### src/rtl/dstream_fifo.sv
// dstream_fifo: first-word-fall-through buffer for the valid/ready data stream.
// Absorbs rate mismatch between a producer and a consumer. It also reports
// the fill level and an almost-full warning. It can drop words on full and
// keep a sticky overflow flag. A synchronous flush empties it.
module dstream_fifo #(
  parameter int N              = 16,
  parameter int DEPTH          = 8,
  parameter int ALMOST_FULL    = 6,
  parameter int DROP_WHEN_FULL = 0
) (
  input  logic                       clk,
  input  logic                       reset_n,
  input  logic                       flush,
  input  logic                       in_valid,
  output logic                       in_ready,
  input  logic [N-1:0]               in_data,
  output logic                       out_valid,
  input  logic                       out_ready,
  output logic [N-1:0]               out_data,
  output logic [$clog2(DEPTH+1)-1:0] level,
  output logic                       almost_full,
  output logic                       overflow
);

  localparam int AW = $clog2(DEPTH);
  localparam int LW = $clog2(DEPTH+1);

  logic [N-1:0]  mem [DEPTH];
  logic [AW-1:0] wr_ptr;
  logic [AW-1:0] rd_ptr;
  logic          full;
  logic          push;
  logic          pop;

  // All handshake status comes from the registered level only, so there is
  // no combinational path from in_valid/out_ready to any output.
  assign full        = (level == LW'(DEPTH));
  assign in_ready    = (DROP_WHEN_FULL != 0) ? 1'b1 : ~full;
  assign out_valid   = (level != '0);
  assign almost_full = (level >= LW'(ALMOST_FULL));
  assign out_data    = mem[rd_ptr];

  // Full is judged at the start of the cycle. In drop mode, a word that
  // arrives while full is discarded even if a pop frees a slot in the same cycle.
  assign push = in_valid & in_ready & ~full;
  assign pop  = out_valid & out_ready;

  // Storage write. It has no reset, and a flush in the same cycle suppresses it.
  always_ff @(posedge clk) begin
    if (push && !flush) begin
      mem[wr_ptr] <= in_data;
    end
  end

  // Pointer and level bookkeeping. Flush has priority over push and pop.
  always_ff @(posedge clk or negedge reset_n) begin
    if (!reset_n) begin
      wr_ptr <= '0;
      rd_ptr <= '0;
      level  <= '0;
    end else if (flush) begin
      wr_ptr <= '0;
      rd_ptr <= '0;
      level  <= '0;
    end else begin
      if (push) wr_ptr <= wr_ptr + AW'(1);
      if (pop)  rd_ptr <= rd_ptr + AW'(1);
      case ({push, pop})
        2'b10:   level <= level + LW'(1);
        2'b01:   level <= level - LW'(1);
        default: level <= level;
      endcase
    end
  end

  // Sticky drop flag. Only flush or reset clears it.
  always_ff @(posedge clk or negedge reset_n) begin
    if (!reset_n) begin
      overflow <= 1'b0;
    end else if (flush) begin
      overflow <= 1'b0;
    end else if ((DROP_WHEN_FULL != 0) && in_valid && full) begin
      overflow <= 1'b1;
    end
  end

endmodule

### config.mk
export PLATFORM = sky130hd
export DESIGN_NAME = dstream_fifo
export DESIGN_NICKNAME = d
export VERILOG_FILES = /design/src/rtl/dstream_fifo.sv
export SDC_FILE = /design/constraint.sdc
export NUM_CORES = 1
export LEC_CHECK = 0
export BUFFER_PORTS_ARGS = -buffer_cell sky130_fd_sc_hd__buf_2
export CAP_MARGIN = 10
export CORE_MARGIN = 2
export CORE_UTILIZATION = 30
export CTS_CLUSTER_DIAMETER = 150
export DETAILED_ROUTE_END_ITERATION = 8
export PLACE_DENSITY = 0.44
export SLEW_MARGIN = 20
export SYNTH_ARGS = -nofsm -noshare
export SYNTH_HDL_FRONTEND = slang
export SYNTH_SLANG_ARGS = --single-unit
### constraint.sdc
create_clock -name clk -period 3.26 [get_ports clk]
set_clock_uncertainty 0.1 [all_clocks]
set_input_delay 0.326 -clock clk [delete_from_list [all_inputs] [get_ports clk]]
set_output_delay 0.326 -clock clk [all_outputs]
set_load 0.1 [all_outputs]
# After elaboration in Yosys (flattened, before gate mapping)
# Memories as Yosys holds them, arrays and structs flattened.
# Index checks and enable logic that the tools add are counted.
[word_totals] output_inout_bits=24 input_bits=21 memories=1 ram_bits=128 ff_bits=10
[op_classes] add_sub_neg=4 n_lt_le_gt_ge=1 bitwise_logic=4 reduce_logical=6 eq_ne=3 muxes=8
[mem_list] memory="mem" depth=8 word_bits=16 rd=1 rd_ports_with_merged_regs=0 wr=1 line="28" rtl="logic [N-1:0] mem [DEPTH];"
[op_table] op="2-to-1 mux 3 bit" n=4
[op_table] op="one-hot mux 4 bit (2 select lines)" n=1
[op_table] op="adder 3 x 1 -> 3 bit, second input constant" n=2
[op_table] op="adder 4 x 1 -> 4 bit, second input constant" n=1
[op_table] op="== test 4 bit, second input constant" n=1
[op_table] op=">= comparator 4 x 3 -> 1 bit, second input constant" n=1
[op_table] op="2-to-1 mux 4 bit" n=1
[op_table] op="nonzero test 2 bit" n=2
[op_table] op="nonzero test 4 bit" n=1
[op_table] op="subtractor 4 x 1 -> 4 bit, second input constant" n=1
[op_table] op="bitwise AND 1 bit" n=3
[op_table] op="nonzero test 3 bit" n=1
[op_table] op="== test 2 x 1 -> 1 bit, second input constant" n=1
[op_table] op="== test 2 bit, second input constant" n=1
[op_table] op="2-to-1 mux 1 bit" n=2
[op_table] op="logical AND 1 bit" n=1
[op_table] op="zero test 1 bit" n=1
[op_table] op="NOT 1 bit" n=1

# Depth between registers and ports, before layout
# Gate-level depths: netlist (run 1).
[logic_depth] word_depth=7 mapped_depth=8 ltp_nobuf=7

# Worst setup path after synthesis (run 1)
# No wires, ideal clock.
[synth_path] kind="reg2reg" startpoint="register level[2]" endpoint="memory mem[0][0] (enable)" required_time_ns=2.751 path_stages_with_launch=6 path_slack_ns=-0.752 path_buffers=1 t_arrival_ns=3.502 setup_time_ns=0.409 path_cell_list="dfrtp_1 -> or4b_1 -> clkbuf_2 -> nand2_1 -> or3_1 -> nor3_1"
[synth_via] elab_chain_cells=7
[synth_rtl] element="start: declaration" line="20" rtl="output logic [$clog2(DEPTH+1)-1:0] level,"
[synth_rtl] element="start signal: assignment" line="69" rtl="2'b10: level <= level + LW'(1);"
[synth_rtl] element="start signal: assignment" line="70" rtl="2'b01: level <= level - LW'(1);"
[synth_rtl] element="start signal: assignment" line="71" rtl="default: level <= level;"
[synth_rtl] element="== test 4 bit *" line="37" rtl="assign full = (level == LW'(DEPTH));"
[synth_rtl] element="NOT 1 bit *" line="38" rtl="assign in_ready = (DROP_WHEN_FULL != 0) ? 1'b1 : ~full;"
[synth_rtl] element="named net in_ready" line="15" rtl="output logic in_ready,"
[synth_rtl] element="bitwise AND 1 bit" line="45" rtl="assign push = in_valid & in_ready & ~full;"
[synth_rtl] element="bitwise AND 1 bit *" line="45"
[synth_rtl] element="logical AND 1 bit *" line="50" rtl="if (push && !flush) begin"
[synth_rtl] element="2-to-1 mux 1 bit *" line="50"
[synth_rtl] element="2-to-1 mux 1 bit (not written as such) *" line="51" rtl="mem[wr_ptr] <= in_data;"
[synth_rtl] element="end: declaration" line="28"
# The timed path passes the listed nets; every way through them passes the cells marked *.

# Worst setup path in the final report (run 1)
[layout_path] startpoint="register rd_ptr[0]" endpoint="output port out_data[8]"
[layout_via] elab_chain_cells=1
[layout_rtl] element="start: declaration" line="30" rtl="logic [AW-1:0] rd_ptr;"
[layout_rtl] element="start signal: assignment" line="67" rtl="if (pop) rd_ptr <= rd_ptr + AW'(1);"
[layout_rtl] element="memory read (8 x 16 bit)"
[layout_rtl] element="end: declaration" line="19" rtl="output logic [N-1:0] out_data,"
# Every way passes these cells.

==> flow_metrics.env, run 1 <==
export IMPL_first_pass_iters=6
export IMPL_avgRoutedWirePerCell_um=19.9
export IMPL_grt_max_degree=34
export IMPL_crit_path_start_kind="flip-flop"
export IMPL_seq_area_frac_synth_pct=73.6
export IMPL_leakagePower_uw=0.00224
export IMPL_std_cell_rows=49
export IMPL_endpoint_kind="primary output"
export IMPL_grt_use_total_pct=12.5
export IMPL_dp_cells=537
export IMPL_p_switching_uw=2040
export IMPL_worstSkewPairLatency_ns=0.41
export IMPL_layout_common_cells="128 x edfxtp_1, 43 x buf_2, 32 x mux4_2"
export IMPL_tns_ns=0
export IMPL_root_buffer="clkbuf_16"
export IMPL_synthesis_area_um2=5560
export IMPL_seqPwrFrac_pct=36.7
export IMPL_switching_share_pct=35.4
export IMPL_layout_nets=353
export IMPL_finalSetupViolations=0
export IMPL_crit_reg2reg_launch="level[1]"
export IMPL_synthesis_nets=293
export IMPL_yosysTopAreaCell="edfxtp_1"
export IMPL_grt_overflow=0
export IMPL_synth_edff_count=128
export IMPL_min_path_cells=1
export IMPL_drt_iter0_markers=281
export IMPL_clock_sinks=138
export IMPL_finalCritPeriodShare_pct=85.1
export IMPL_route_vias_total=2748
export IMPL_internal_power_uw=3720
export IMPL_synth_top_area_share_pct=69.1
export IMPL_synthCells=268
export IMPL_hold_violations=0
export IMPL_status="finished, final reports clean"
export IMPL_design_area_um2=6730
export IMPL_vias_per_cell=4.82
export IMPL_avgSynthCellArea_um2=20.7
export IMPL_wirelength_um=11400
export IMPL_pre_cts_slack_ns=0.644
export IMPL_drive_gt1_share_pct=44.6
export IMPL_final_common_cell="edfxtp_1"
export IMPL_fin_cells=570
export IMPL_cp_arrival_ns=2.35
export IMPL_post_dp_cell_area_um2=6110
export IMPL_r2r_end="level[3]"
export IMPL_gp_congestion=0.721
export IMPL_first_global_vias=2850
export IMPL_dp_final_hpwl_um=6710
export IMPL_io_pins=45
export IMPL_drv_slew=0
export IMPL_synth_cell_types=41
export IMPL_p_per_area_nw_per_um2=856
export IMPL_ant_nets=0
export IMPL_ys_flop_type="edfxtp_1"
export IMPL_fmax_mhz=360
export IMPL_n_antenna_cell=0
export IMPL_async_flop_share_pct=7.25
export IMPL_cts_tree="yes"
export IMPL_max_vdd_ir_drop_mv=0.414
export IMPL_slew_headroom_pct=49.8
export IMPL_worstPathRequired_ns=2.83
export IMPL_rr_worst_depth=7
export IMPL_ys_seq_elements=138
export IMPL_finalCoreUtilization_pct=37.2
export IMPL_critPathKind="reg2out"
export IMPL_syn_to_final_growth_pct=21.0
export IMPL_min_from="in_data[4]"
export IMPL_setup_ws_ns=0.485
export IMPL_yosys_warnings=0
export IMPL_p_clk_share_pct=33.6
export IMPL_critPathMaxFanout=22
export IMPL_worstMarginPinSlew_ns=0.751
export IMPL_port_buffers=43
export IMPL_core_um2=18100
export IMPL_grt_pass1_wl_um=17600
export IMPL_antenna_found_initial=0
export IMPL_rsz0062_at_grt="no"
export IMPL_die_h_um=140
export IMPL_drc=0
export IMPL_clk_pin_slew_ns=0.06
export IMPL_combPwrFrac_pct=29.8
export IMPL_clock_path_buffers=2
export IMPL_cts_buffers_inserted=17
export IMPL_start_util_pct=30.7
export IMPL_synth_area_leaders="edfxtp_1 69%, mux4_2 13%, dfrtp_1 4.5%, mux2_2 3.2%, ha_1 0.90%"
export IMPL_htreeDepth=4
export IMPL_drv_cap=0
export IMPL_dieArea_um2=19600
export IMPL_die_w_um=140
export IMPL_r2r_slack_ns=0.61
export IMPL_period_needed_ns=2.77
export IMPL_hold_path_class="in2reg"
export IMPL_min_to="mem[2][4]"
==> registers in the layout (all words and copies together), names as in the netlist <==
register and flops:
mem 128, wr_ptr 3, rd_ptr 3, level 4
==> power groups by stage <==
stage / Clock (uW) / Sequential (uW) / Combinational [uW]
CTS: 1980 / 2110 / 1750
detailed placement: 0 / 2150 / 1740
floorplan: 0 / 2230 / 1370
global route: 2060 / 2120 / 1820
global placement: 0 / 2150 / 1740
finish: 1930 / 2110 / 1710
==> worst max-delay path, stage by stage, from the launching register on <==
cell,delay [ns]
dfrtp_2,0.35
buf_4,0.40
mux4_2,0.58
mux2_2,0.30
buf_2,0.30
==> area by class of cell <==
type                       instances  area, um^2
clock buffer                      18         429
clock inverter                    14         174
fill                            1665       11400
inverter                           1        3.75
multi-input combinational        113        1400
sequential                       138        4100
tap                              229         287
timing repair buffer              57         335
==> logic make-up after synthesis <==
family	after synthesis	synth area share (%)
fa+ha+maj	4	0.900
compound gates	18	3.08
mux	50	16.7
other cells	1	0.0675
buf+inv	17	1.62
simple gates	34	3.08
xor+xnor	6	0.945
flops	138	73.6
==> worst max path at each step <==
stage              start           to  slack, ns  cells past startpoint
3_3_place_gp    level[1]     level[3]       0.63                      7
2_1_floorplan   level[3]    mem[2][0]       0.10                      5
3_5_place_dp    level[1]     level[3]       0.64                      7
4_1_cts        rd_ptr[0]  out_data[8]       0.40                      4
6_report       rd_ptr[0]  out_data[8]       0.49                      4
5_1_grt        rd_ptr[0]  out_data[8]       0.36                      4
==> per-layer routing <==
layer  track usage [%]  wire [um]  up-vias  share of wire (%)
met5                 0          0        -                  0
met4              4.78        129        0                1.1
met3              3.69        422       12                3.7
met2              19.8       5530       46                 49
met1              16.3       5280     1469                 46
li1                  -          -     1221                  -
==> synth_stat cells (2+ instances only) <==
master    number
xnor2_1        2
buf_1          2
nand3_1        2
nand2_1        7
mux2_2        16
nand2b_1       2
xor2_1         4
dfrtp_1       10
o21ai_0        2
clkbuf_1       5
edfxtp_1     128
a21oi_1        6
o31ai_1        2
buf_2          5
nor2_1        12
mux4_2        32
nor3_1         3
buf_6          2
ha_1           4
==> repair_timing <==
action | in CTS | in global routing
resized for setup | 0 | 0
buffers inserted | 0 | 0
endpoints found under the hold margin | 10 | 0
hold buffers | 1 | 0
==> stage by stage <==
stage | hold WS [ns] | total power, uW
after floorplan | -0.0696 | 3610
after global placement | 0.107 | 3890
after detailed placement | 0.113 | 3890
after CTS | 0.0671 | 5840
after global routing | 0.0742 | 6000
final | 0.0821 | 5760
Note: power is estimated with default switching activity, not from simulation.
==> inputs of run 2 (changes only) <==
- CORE_UTILIZATION: 30 -> 45
- MAX_ROUTING_LAYER: default -> met4
- PLACE_DENSITY: 0.44 -> 0.61
==> flow_metrics.env, run 2 (synthesis results as in run 1) <==
export IMPL_status="finished, final reports clean"
export IMPL_grt_max_degree=33
export IMPL_htreeDepth=4
export IMPL_vias_per_cell=5.52
export IMPL_crit_path_start_kind="flip-flop"
export IMPL_drv_cap=0
export IMPL_core_um2=12000
export IMPL_top_regs="mem: 128 flops, level: 4 flops"
export IMPL_gp_congestion=0.752
export IMPL_io_pins=45
export IMPL_clock_path_buffers=2
export IMPL_finalSetupViolations=0
export IMPL_critPathMaxFanout=32
export IMPL_endpoint_kind="primary output"
export IMPL_largest_register_ffs=128
export IMPL_std_cell_rows=40
export IMPL_critPathKind="reg2out"
export IMPL_port_buffers=43
export IMPL_die_h_um=115
export IMPL_worstSkewPairLatency_ns=0.41
export IMPL_grt_use_total_pct=16.7
export IMPL_first_pass_iters=4
export IMPL_hold_violations=0
export IMPL_wirelength_um=9840
export IMPL_fin_cells=488
export IMPL_regMostFlops="mem"
export IMPL_grt_overflow=0
export IMPL_drv_slew=0
export IMPL_dp_cells=455
export IMPL_leakagePower_uw=0.00223
export IMPL_root_buffer="clkbuf_16"
export IMPL_cp_arrival_ns=2.25
export IMPL_avgRoutedWirePerCell_um=20.2
export IMPL_dieArea_um2=13300
export IMPL_post_cts_buffers=0
export IMPL_die_w_um=115
export IMPL_fmax_mhz=374
export IMPL_worstPathRequired_ns=2.83
export IMPL_clock_sinks=138
export IMPL_period_needed_ns=2.67
export IMPL_p_per_area_nw_per_um2=864
export IMPL_cts_tree="yes"
export IMPL_grt_pass1_wl_um=15200
export IMPL_start_util_pct=46.3
export IMPL_antenna_found_initial=0
export IMPL_clk_pin_slew_ns=0.06
export IMPL_final_common_cell="edfxtp_1"
export IMPL_hold_path_class="in2reg"
export IMPL_layout_common_cells="128 x edfxtp_1, 43 x buf_2, 32 x mux4_2"
export IMPL_first_global_vias=2709
export IMPL_layout_nets=353
export IMPL_finalCritPeriodShare_pct=82.0
export IMPL_max_vdd_ir_drop_mv=0.483
export IMPL_drt_iter0_markers=152
export IMPL_worstMarginPinSlew_ns=0.822
export IMPL_drc=0
export IMPL_drive_gt1_share_pct=44.9
export IMPL_slew_headroom_pct=45.0
export IMPL_route_vias_total=2694
export IMPL_cts_buffers_inserted=17
export IMPL_n_antenna_cell=0
export IMPL_tns_ns=0
export IMPL_dp_final_hpwl_um=5850
export IMPL_rsz0062_at_grt="no"
export IMPL_syn_to_final_growth_pct=19.2
export IMPL_ant_nets=0
[run 2: cell count changes in the layout (fill, tap and decap cells not counted)]
cell,before,now
clkbuf_1,1,0
inv_6,1,0
clkinvlp_4,1,5
clkinv_4,6,4
[run 2: layer usage]
metal  vias up  global-route usage (%)  part of all wire, %
li1       1219                       -                    -
met3         8                    5.22                  3.7
met5         -                       -                    0
met2        49                    26.5                   52
met4         0                    5.30                 0.79
met1      1418                    20.8                   44
[run 2: final cells by class]
class,instances,area (um^2)
well taps,147,184
fillers,930,5390
multi-input cells,113,1400
clock inverters,15,178
flip-flops and latches,138,4100
clock buffers,17,425
inverters,1,3.75
repair buffers,57,335
[run 2: final timing paths]
check | depth (start not counted) | end | slack (ns) | from
setup reg to reg | 7 | level[3] | 0.63 | level[1]
hold reg to reg | 2 | rd_ptr[1] | 0.45 | rd_ptr[1]
max in group asynchronous | 2 | rd_ptr[0] | 2.64 | reset_n
hold / removal | 1 | mem[1][9] | 0.09 | in_data[9]
min in group asynchronous | 2 | wr_ptr[0] | 0.21 | reset_n
setup / recovery | 4 | out_data[11] | 0.59 | rd_ptr[0]
[run 2: power by group]
group	internal, uW	leakage (uW)	total (uW)	switching [uW]
clock	1200	0.000281	1910	708
sequential	2020	0.00129	2120	94.2
combinational	498	0.000661	1700	1200
[run 2: critical path, cell delays in order (launching register included)]
cell and delay, ns:
dfrtp_2 0.40, buf_12 0.27, mux4_2 0.56, mux2_2 0.29, buf_2 0.29
[run 2: what timing repair did]
| item | 4_1_cts | 5_1_grt |
|---|---|---|
| endpoints found under the hold margin | 10 | 0 |
| hold buffers | 1 | 0 |
| gates resized for setup | 0 | 0 |
[run 2: metrics by stage]
step           utilization [%]  cell area (um^2)  hold slack, ns  setup WS (ns)  power [uW]
4_1_cts                   55.1              6620          0.0692          0.523        5780
3_3_place_gp              50.0              6010           0.107          0.674        3860
2_1_floorplan                -              5590         -0.0696          0.103        3610
6_report                  55.1              6620          0.0858          0.588        5720
5_1_grt                   55.1              6620          0.0816          0.489        5940
3_5_place_dp              50.0              6010           0.108          0.668        3870
==> inputs of run 3 (changes only) <==
- clock period: 3.26 -> 2.7 ns (I/O delays scaled with it)
==> flow_metrics.env, run 3 (synthesis results as in run 1) <==
export IMPL_drive_gt1_share_pct=44.5
export IMPL_root_buffer="clkbuf_16"
export IMPL_drv_cap=0
export IMPL_period_needed_ns=2.54
export IMPL_whs_ns=0.0251
export IMPL_dp_cells=461
export IMPL_regMostFlops="mem"
export IMPL_dieArea_um2=13300
export IMPL_clk_pin_slew_ns=0.05
export IMPL_wirelength_um=10300
export IMPL_hold_path_class="in2reg"
export IMPL_fin_cells=494
export IMPL_slowest_stage="mux4_2"
export IMPL_ant_nets=0
export IMPL_cpLargestDelayFamily="multiplexers"
export IMPL_grt_overflow=0
export IMPL_htreeDepth=4
export IMPL_max_vdd_ir_drop_mv=0.428
export IMPL_drc=0
export IMPL_die_w_um=115
export IMPL_cp_arrival_ns=2.17
export IMPL_gp_congestion=0.741
export IMPL_worstSkewPairLatency_ns=0.41
export IMPL_leakagePower_uw=0.00224
export IMPL_rsz0062_at_grt="no"
export IMPL_critPathKind="reg2out"
export IMPL_cts_buffers_inserted=17
export IMPL_drt_iter0_markers=180
export IMPL_final_common_cell="edfxtp_1"
export IMPL_grt_use_total_pct=18.1
export IMPL_clock_sinks=138
export IMPL_critPathMaxFanout=16
export IMPL_path_cells="buf_6 -> mux4_2 -> mux2_2 -> buf_2"
export IMPL_avgRoutedWirePerCell_um=20.8
export IMPL_drv_slew=0
export IMPL_vias_per_cell=5.50
export IMPL_top_regs="mem: 128 flops, level: 4 flops"
export IMPL_port_buffers=43
export IMPL_endpoint_kind="primary output"
export IMPL_p_per_area_nw_per_um2=1010
export IMPL_first_global_vias=2824
export IMPL_post_cts_buffers=0
export IMPL_status="finished, final reports clean"
export IMPL_first_pass_iters=4
export IMPL_finalCoreUtilization_pct=55.4
export IMPL_std_cell_rows=40
export IMPL_cts_tree="yes"
export IMPL_antenna_found_initial=0
export IMPL_worstMarginPinSlew_ns=0.873
export IMPL_largest_register_ffs=128
export IMPL_start_util_pct=46.3
export IMPL_slowest_delay_ns=0.54
export IMPL_io_pins=45
export IMPL_layout_common_cells="128 x edfxtp_1, 43 x buf_2, 32 x mux4_2"
export IMPL_finalCritPeriodShare_pct=94.2
export IMPL_hold_violations=0
export IMPL_dp_final_hpwl_um=6300
export IMPL_slew_headroom_pct=41.5
export IMPL_tns_ns=0
export IMPL_finalSetupViolations=0
export IMPL_grt_max_degree=21
export IMPL_path_buf_inv=2
export IMPL_grt_pass1_wl_um=16400
export IMPL_layout_nets=359
export IMPL_core_um2=12000
export IMPL_fmax_mhz=393
export IMPL_syn_to_final_growth_pct=19.6
export IMPL_die_h_um=115
export IMPL_worstPathRequired_ns=2.33
export IMPL_route_vias_total=2716
export IMPL_clock_path_buffers=2
export IMPL_crit_path_start_kind="flip-flop"
run 3: cell count changes in the layout (fill, tap and decap cells not counted), sizes merged:
cell and change:
clkinvlp -4, buf +6, bufinv -2, clkbuf +3, clkinv +2, diode +1
run 3: routing by layer:
| layer | part of all wire [%] | wire length, um | GRT usage (%) | vias up |
|---|---|---|---|---|
| li1 | - | - | - | 1236 |
| met1 | 44 | 4510 | 23.4 | 1412 |
| met2 | 51 | 5220 | 27.5 | 55 |
| met3 | 4.0 | 414 | 5.43 | 13 |
| met4 | 1.3 | 132 | 6.35 | 0 |
| met5 | 0 | 0 | - | - |
run 3: layout make-up:
| type | instances | area (um^2) |
|---|---|---|
| diodes | 1 | 2.50 |
| flip-flops and latches | 138 | 4110 |
| repair buffers | 63 | 409 |
| fillers | 927 | 5360 |
| well taps | 147 | 184 |
| multi-input cells | 113 | 1430 |
| clock buffers | 20 | 437 |
| inverters | 1 | 3.75 |
| clock inverters | 11 | 81.3 |
run 3: worst register-to-register path, cell delays in order (launching register included):
cell	delay, ns
dfrtp_2	0.47
buf_4	0.19
o41ai_4	0.44
a21oi_2	0.08
ha_1	0.33
o21ai_0	0.08
a221oi_1	0.11
or4_1	0.49
a21oi_1	0.16
run 3: through the flow:
step	instance area, um^2	power (uW)	setup WS, ns
5_1_grt	6650	7000	0.0348
3_5_place_dp	6110	4730	0.235
6_report	6650	6710	0.158
2_1_floorplan	5630	4390	0.0144
4_1_cts	6640	6780	0.0159
3_3_place_gp	6110	4720	0.283
run 3: repair_timing:
item / CTS / global route
endpoints found under the hold margin: 10 / 0
gates resized for setup: 0 / 1
setup endpoints to repair: 0 / 7
hold buffers: 1 / 0
run 3: path summary, 6_finish.rpt:
kind | endpoint | depth (start not counted) | slack (ns) | startpoint
worst max-delay path | out_data[10] | 4 | 0.16 | rd_ptr[0]
min in group asynchronous | level[1] | 2 | 0.15 | reset_n
max in group asynchronous | level[2] | 2 | 2.13 | reset_n
worst min-delay path | mem[0][11] | 1 | 0.03 | in_data[11]
worst min register to register | wr_ptr[0] | 2 | 0.50 | wr_ptr[0]
worst max register to register | level[3] | 8 | 0.19 | level[1]
run 3: power by group:
group	internal [uW]	switching (uW)	leakage, uW
sequential	2450	94.2	0.00128
clock	1240	789	0.000253
combinational	646	1490	0.000700
total	4330	2380	0.00224
